## config.mk

```make
export PLATFORM = sky130hd
export DESIGN_NAME = matrix_row_argmax_flat
export DESIGN_NICKNAME = d
export VERILOG_FILES = /design/src/rtl/matrix_row_argmax_if.sv /design/src/rtl/matrix_row_argmax.sv /design/src/flat_wrapper.sv
export SDC_FILE = /design/constraint.sdc
export NUM_CORES = 1
export LEC_CHECK = 0
export CORE_AREA = 2 2 128 130
export CTS_BUF_LIST = sky130_fd_sc_hd__clkbuf_16
export DETAILED_ROUTE_END_ITERATION = 8
export DIE_AREA = 0 0 130 132
export GPL_ROUTABILITY_DRIVEN = 1
export PLACE_DENSITY_LB_ADDON = 0.2
export SLEW_MARGIN = 40
export SYNTH_ARGS = -nofsm -noshare
export SYNTH_HDL_FRONTEND = slang
export SYNTH_SLANG_ARGS = --single-unit
```

## constraint.sdc

```tcl
create_clock -name clk -period 6.44 [get_ports clk]
set_input_delay 0.966 -clock clk [delete_from_list [all_inputs] [get_ports clk]]
set_output_delay 0.966 -clock clk [all_outputs]
set_load 0.03 [all_outputs]
```

## src/rtl/matrix_row_argmax_if.sv

```systemverilog
// Handshake and RAM-port bundle between the row-argmax scanner and its environment.
// master: the scanner (drives RAM address, status and results); slave: RAM/consumer side.
// Pure wiring, no state.
interface matrix_row_argmax_if #(
  parameter int ADDR_WIDTH = 32,
  parameter int DATA_WIDTH = 32
);
  logic                  start;
  logic [DATA_WIDTH-1:0] z_data;
  logic [ADDR_WIDTH-1:0] z_addr;
  logic                  busy;
  logic                  out_valid;
  logic                  out_ready;
  logic [ADDR_WIDTH-1:0] out_row;
  logic [ADDR_WIDTH-1:0] out_index;
  logic [DATA_WIDTH-1:0] out_value;
  logic                  done;

  modport master (
    input  start, z_data, out_ready,
    output z_addr, busy, out_valid, out_row, out_index, out_value, done
  );

  modport slave (
    output start, z_data, out_ready,
    input  z_addr, busy, out_valid, out_row, out_index, out_value, done
  );
endinterface

```

## src/rtl/matrix_row_argmax.sv

```systemverilog
// Scans a row-major Z RAM and emits (row, argmax column, max value) per row.
// Latency: 2*NUM_COLS cycles per row plus one EMIT cycle; +1 FIN cycle pulsing done.
// Backpressure: EMIT holds results and freezes all counters until out_ready.
// Option macro ARGMAX_SIGNED_COMPARE_EN: compare elements as signed (default unsigned).
module matrix_row_argmax #(
  parameter int ADDR_WIDTH = 32,
  parameter int DATA_WIDTH = 32,
  parameter int NUM_ROWS   = 5,
  parameter int NUM_COLS   = 5
) (
  input logic                  clk,
  input logic                  rst,
  matrix_row_argmax_if.master  bus
);

  localparam logic [ADDR_WIDTH-1:0] LAST_ROW = ADDR_WIDTH'(NUM_ROWS - 1);
  localparam logic [ADDR_WIDTH-1:0] LAST_COL = ADDR_WIDTH'(NUM_COLS - 1);

  typedef enum logic [2:0] {IDLE, READ, CMP, EMIT, FIN} state_t;

  state_t                state;
  state_t                state_nxt;
  logic [ADDR_WIDTH-1:0] row_q;
  logic [ADDR_WIDTH-1:0] col_q;
  logic [ADDR_WIDTH-1:0] addr_q;
  logic [ADDR_WIDTH-1:0] index_q;
  logic [DATA_WIDTH-1:0] max_q;
  logic                  greater;
  logic                  scan_busy;
  logic                  result_vld;
  logic                  scan_done;

  // Element comparison; strict so ties keep the lowest column.
  always_comb begin
`ifdef ARGMAX_SIGNED_COMPARE_EN
    greater = $signed(bus.z_data) > $signed(max_q);
`else
    greater = bus.z_data > max_q;
`endif
  end

  // State register.
  always_ff @(posedge clk or negedge rst) begin
    if (!rst) state <= IDLE;
    else      state <= state_nxt;
  end

  // Next-state logic; start only matters in IDLE.
  always_comb begin
    state_nxt = state;
    case (state)
      IDLE: if (bus.start) state_nxt = READ;
      READ: state_nxt = CMP;
      CMP:  if (col_q == LAST_COL) state_nxt = EMIT;
            else                   state_nxt = READ;
      EMIT: if (bus.out_ready) state_nxt = (row_q == LAST_ROW) ? FIN : READ;
      FIN:  state_nxt = IDLE;
      default: state_nxt = IDLE;
    endcase
  end

  // Moore outputs decoded from the state.
  always_comb begin
    scan_busy  = 1'b0;
    result_vld = 1'b0;
    scan_done  = 1'b0;
    case (state)
      READ, CMP: scan_busy = 1'b1;
      EMIT:      begin scan_busy = 1'b1; result_vld = 1'b1; end
      FIN:       scan_done = 1'b1;
      default:   ;
    endcase
  end

  // Counters, RAM address and running max; address advances in lock-step with col/row.
  always_ff @(posedge clk or negedge rst) begin
    if (!rst) begin
      row_q   <= '0;
      col_q   <= '0;
      addr_q  <= '0;
      index_q <= '0;
      max_q   <= '0;
    end else begin
      case (state)
        IDLE: if (bus.start) begin
          row_q  <= '0;
          col_q  <= '0;
          addr_q <= '0;
        end
        CMP: begin
          if (col_q == '0 || greater) begin
            max_q   <= bus.z_data;
            index_q <= col_q;
          end
          if (col_q != LAST_COL) begin
            col_q  <= col_q + 1'b1;
            addr_q <= addr_q + 1'b1;
          end
        end
        EMIT: if (bus.out_ready && row_q != LAST_ROW) begin
          row_q  <= row_q + 1'b1;
          col_q  <= '0;
          addr_q <= addr_q + 1'b1;
        end
        default: ;
      endcase
    end
  end

  assign bus.z_addr    = addr_q;
  assign bus.busy      = scan_busy;
  assign bus.out_valid = result_vld;
  assign bus.done      = scan_done;
  assign bus.out_row   = row_q;
  assign bus.out_index = index_q;
  assign bus.out_value = max_q;

endmodule

```

## src/flat_wrapper.sv

```systemverilog
// flat-port wrapper written by rule: the top's interface ports become plain ports
module matrix_row_argmax_flat 
#(
  parameter int ADDR_WIDTH = 32,
  parameter int DATA_WIDTH = 32,
  parameter int NUM_ROWS   = 5,
  parameter int NUM_COLS   = 5
)
  (clk, rst, bus_start, bus_z_data, bus_out_ready, bus_z_addr, bus_busy, bus_out_valid, bus_out_row, bus_out_index, bus_out_value, bus_done);
  matrix_row_argmax_if #(.ADDR_WIDTH(ADDR_WIDTH), .DATA_WIDTH(DATA_WIDTH)) bus_i ();
  input logic clk;
  input logic rst;
  input wire logic [$bits(bus_i.start)-1:0] bus_start;
  input wire logic [$bits(bus_i.z_data)-1:0] bus_z_data;
  input wire logic [$bits(bus_i.out_ready)-1:0] bus_out_ready;
  output wire logic [$bits(bus_i.z_addr)-1:0] bus_z_addr;
  output wire logic [$bits(bus_i.busy)-1:0] bus_busy;
  output wire logic [$bits(bus_i.out_valid)-1:0] bus_out_valid;
  output wire logic [$bits(bus_i.out_row)-1:0] bus_out_row;
  output wire logic [$bits(bus_i.out_index)-1:0] bus_out_index;
  output wire logic [$bits(bus_i.out_value)-1:0] bus_out_value;
  output wire logic [$bits(bus_i.done)-1:0] bus_done;
  assign bus_i.start = bus_start;
  assign bus_i.z_data = bus_z_data;
  assign bus_i.out_ready = bus_out_ready;
  assign bus_z_addr = bus_i.z_addr;
  assign bus_busy = bus_i.busy;
  assign bus_out_valid = bus_i.out_valid;
  assign bus_out_row = bus_i.out_row;
  assign bus_out_index = bus_i.out_index;
  assign bus_out_value = bus_i.out_value;
  assign bus_done = bus_i.done;
  matrix_row_argmax #(.ADDR_WIDTH(ADDR_WIDTH), .DATA_WIDTH(DATA_WIDTH), .NUM_ROWS(NUM_ROWS), .NUM_COLS(NUM_COLS)) u_core (.clk(clk), .rst(rst), .bus(bus_i));
endmodule
```

==> impl_metrics.env <==
export IMPL_outcome="finished clean"
export IMPL_ys_seq_area_share_pct=46.12
export IMPL_synth_warnings=0
export IMPL_synth_seq_cells=163
export IMPL_critPathSlowestCell="nand2_8"
export IMPL_port_buffers=166
export IMPL_die_h_um=132
export IMPL_clockBufferDepth=2
export IMPL_syn_inst=870
export IMPL_layout_commonest_cell="clkdlybuf4s50_1"
export IMPL_stdcell_area_um2=11290
export IMPL_setup_viol=0
export IMPL_worst_path_buf_inv=1
export IMPL_grt_max_degree=97
export IMPL_ant_nets=0
export IMPL_viasPerCell=5.744
export IMPL_setup_tns_ns=0
export IMPL_ios=167
export IMPL_endpoint_kind="flop"
export IMPL_routabilityCongestion=0.8019
export IMPL_nets=1100
export IMPL_synth_top_cells_by_area="dfrtp_1 (46%), mux2_4 (9.5%), ha_1 (5.2%), xnor2_1 (4.7%), nor2_1 (3.3%)"
export IMPL_post_cts_buffers=0
export IMPL_drive_above_1_share_pct=11.54
export IMPL_dpl_instance_area_um2=10660
export IMPL_row_count=46
export IMPL_vias=7214
export IMPL_ff2ff_setup_slack_ns=3.19
export IMPL_ys_flop_type="dfrtp_1"
export IMPL_required_ns=6.76
export IMPL_avgSynthCellArea_um2=10.16
export IMPL_path_max_fanout=63
export IMPL_clk_latency_ns=0.44
export IMPL_hpwl_mm=14.22
export IMPL_die_area_um2=17160
export IMPL_wl_per_cell_um=16.62
export IMPL_totalWireLength_mm=20.88
export IMPL_async_flop_share_pct=100.0
export IMPL_worst_r2r_startpoint="u_core.state[1]"
export IMPL_syn2layout_area_growth_pct=27.72
export IMPL_post_cts_resize_count=0
export IMPL_cts_tree="built"
export IMPL_fin_skew_ns=0.01034
export IMPL_rsz0062_at_grt="false"
export IMPL_synthDistinctLibCells=57
export IMPL_relSlewSlack_pct=55.87
export IMPL_cts_sinks=163
export IMPL_period_share_pct=58.57
export IMPL_cts_root_buf="clkbuf_16"
export IMPL_die_w_um=130
export IMPL_r2r_end="u_core.bus.z_addr[27]"
export IMPL_hold_path_class="in2async"
export IMPL_slew_violations=0
export IMPL_core_area_um2=15710
export IMPL_ir_worst_vdd_uv=215.8
export IMPL_crit_path_start="bus_z_data[14]"
export IMPL_cts_hold_buffers_added=0
export IMPL_max_stage_delay_ns=0.58
export IMPL_grt_usage_pct=25.20
export IMPL_reg2reg_depth=8
export IMPL_path_class="in2reg"
export IMPL_synth_top_area_cell="dfrtp_1"
export IMPL_clk_pin_slew_ns=0.07
export IMPL_critical_path_depth=9
export IMPL_htreeDepth=4
export IMPL_first_global_vias=7031
export IMPL_antenna_found_initial=0
export IMPL_syn_area_um2=8843
export IMPL_start_kind="input pin"
export IMPL_cp_data_arrival_time_ns=4.09
export IMPL_max_freq_ghz=0.2651
export IMPL_drtPass1Iterations=5
export IMPL_antenna_cells=0
export IMPL_synthDominantCellAreaShare_pct=46.12
export IMPL_drc_errors=0
export IMPL_crit_end="u_core.bus.out_index[9]"
export IMPL_final_hold_viol_count=0
export IMPL_drt_iter0_drc=504
export IMPL_crit_family="compound AO/OA/AOI/OAI gates"
export IMPL_drv_cap=0
export IMPL_numCtsBuffers=17
export IMPL_power_leakage_nw=5.006
export IMPL_synth_edf_count=0
export IMPL_gr_total_overflow=0
export IMPL_layout_common_cells="clkdlybuf4s50_1 (165), dfrtp_1 (163), nor2_1 (77)"
export IMPL_min_period_ns=3.772
export IMPL_worstMarginPinSlew_ns=0.6600
export IMPL_start_util_pct=56.28
export IMPL_grt_first_pass_wirelength_mm=35.21
export IMPL_cellPowerDensity_nw_per_um2=354.6
export IMPL_cp_cell_sequence="clkdlybuf4s50_1, ha_1, a21oi_1, nand2_1, a221o_1, o31ai_1, nand3_1, nand2_8, mux2_2"
export IMPL_synth_nets=943
==> worst min path at each step <==
stage                                        start  slack, ns                        to  depth (start not counted)
after floorplan                    u_core.state[2]       0.49           u_core.state[0]                          1
after global placement     u_core.bus.out_index[0]       0.49   u_core.bus.out_index[0]                          1
after detailed placement  u_core.bus.out_index[16]       0.49  u_core.bus.out_index[16]                          1
after CTS                 u_core.bus.out_index[16]       0.51  u_core.bus.out_index[16]                          1
after global routing                           rst       0.43  u_core.bus.out_value[20]                          1
final                                          rst       0.41  u_core.bus.out_value[14]                          1
==> per-layer routing <==
layer	global-route usage [%]	vias up	share of wire (%)
met1	35.50	3512	45
met3	4.140	28	5.0
li1	-	3445	-
met2	40.05	229	48
met5	0	-	0
met4	7.646	0	1.8
==> cells in the mapped netlist (5+ instances only) <==
library cell  count
a21oi_1          48
and3_1           19
and4_1           10
buf_2             5
buf_6             6
clkbuf_1         19
dfrtp_1         163
ha_1             37
inv_1            44
mux2_2            7
mux2_4           56
nand2_1          61
nand3_1          45
nand4_1          25
nor2_1           77
nor3_1           37
nor4_1           21
nor4b_1           5
o21ai_0          42
o31ai_1           8
or3_1            21
or4_1             8
xnor2_1          47
==> power by group <==
| part | leakage, nW | switching (mW) | internal [mW] | total, mW |
|---|---|---|---|---|
| clock network | 0.279 | 0.453 | 0.581 | 1.03 |
| logic | 2.54 | 0.911 | 0.695 | 1.61 |
| registers | 2.18 | 0.177 | 1.19 | 1.36 |
==> logic make-up (layout without fill, tap and decap cells) <==
kind of cell / count (synthesis) / in the layout / share of synthesized area [%]
AOI/OAI and AO/OA: 122 / 122 / 7.952
xor gates and xnor gates: 50 / 50 / 4.952
adders and majority gates: 37 / 37 / 5.235
buffers and inverters: 79 / 249 / 4.032
DFF: 163 / 163 / 46.12
muxes: 63 / 63 / 10.40
and+or+nand+nor: 356 / 356 / 21.31
==> final cells by class <==
type,instances,area (um^2)
Inverter,45,168.9
Fill cell,1192,4418
Sequential cell,163,4079
Tap cell,216,270.3
Clock inverter,15,171.4
Multi-Input combinational cell,628,4444
Clock buffer,17,425.4
Timing Repair Buffer,172,1735
==> sequential cells by signal (all words and copies together), names as in the netlist <==
| register | cells |
|---|---|
| u_core.bus.out_index | 32 |
| u_core.bus.out_row | 32 |
| u_core.bus.out_value | 32 |
| u_core.bus.z_addr | 32 |
| u_core.col_q | 32 |
| u_core.state | 3 |
==> through the flow <==
| stage | worst slack [ns] | util (%) | hold slack [ns] | cells | power (mW) |
|---|---|---|---|---|---|
| 6_report | 2.668 | 71.88 | 0.4076 | 1256 | 4.005 |
| 5_1_grt | 2.575 | 71.88 | 0.4297 | 1256 | 4.230 |
| 4_1_cts | 2.685 | 71.65 | 0.5108 | 1255 | 4.024 |
| 3_5_place_dp | 2.252 | 67.85 | 0.4923 | 1223 | 2.984 |
| 3_3_place_gp | 2.148 | 67.72 | 0.4894 | 1223 | 2.948 |
| 2_1_floorplan | 3.367 | - | 0.4922 | 870 | 2.413 |
Power figures use the tool's default switching activity.
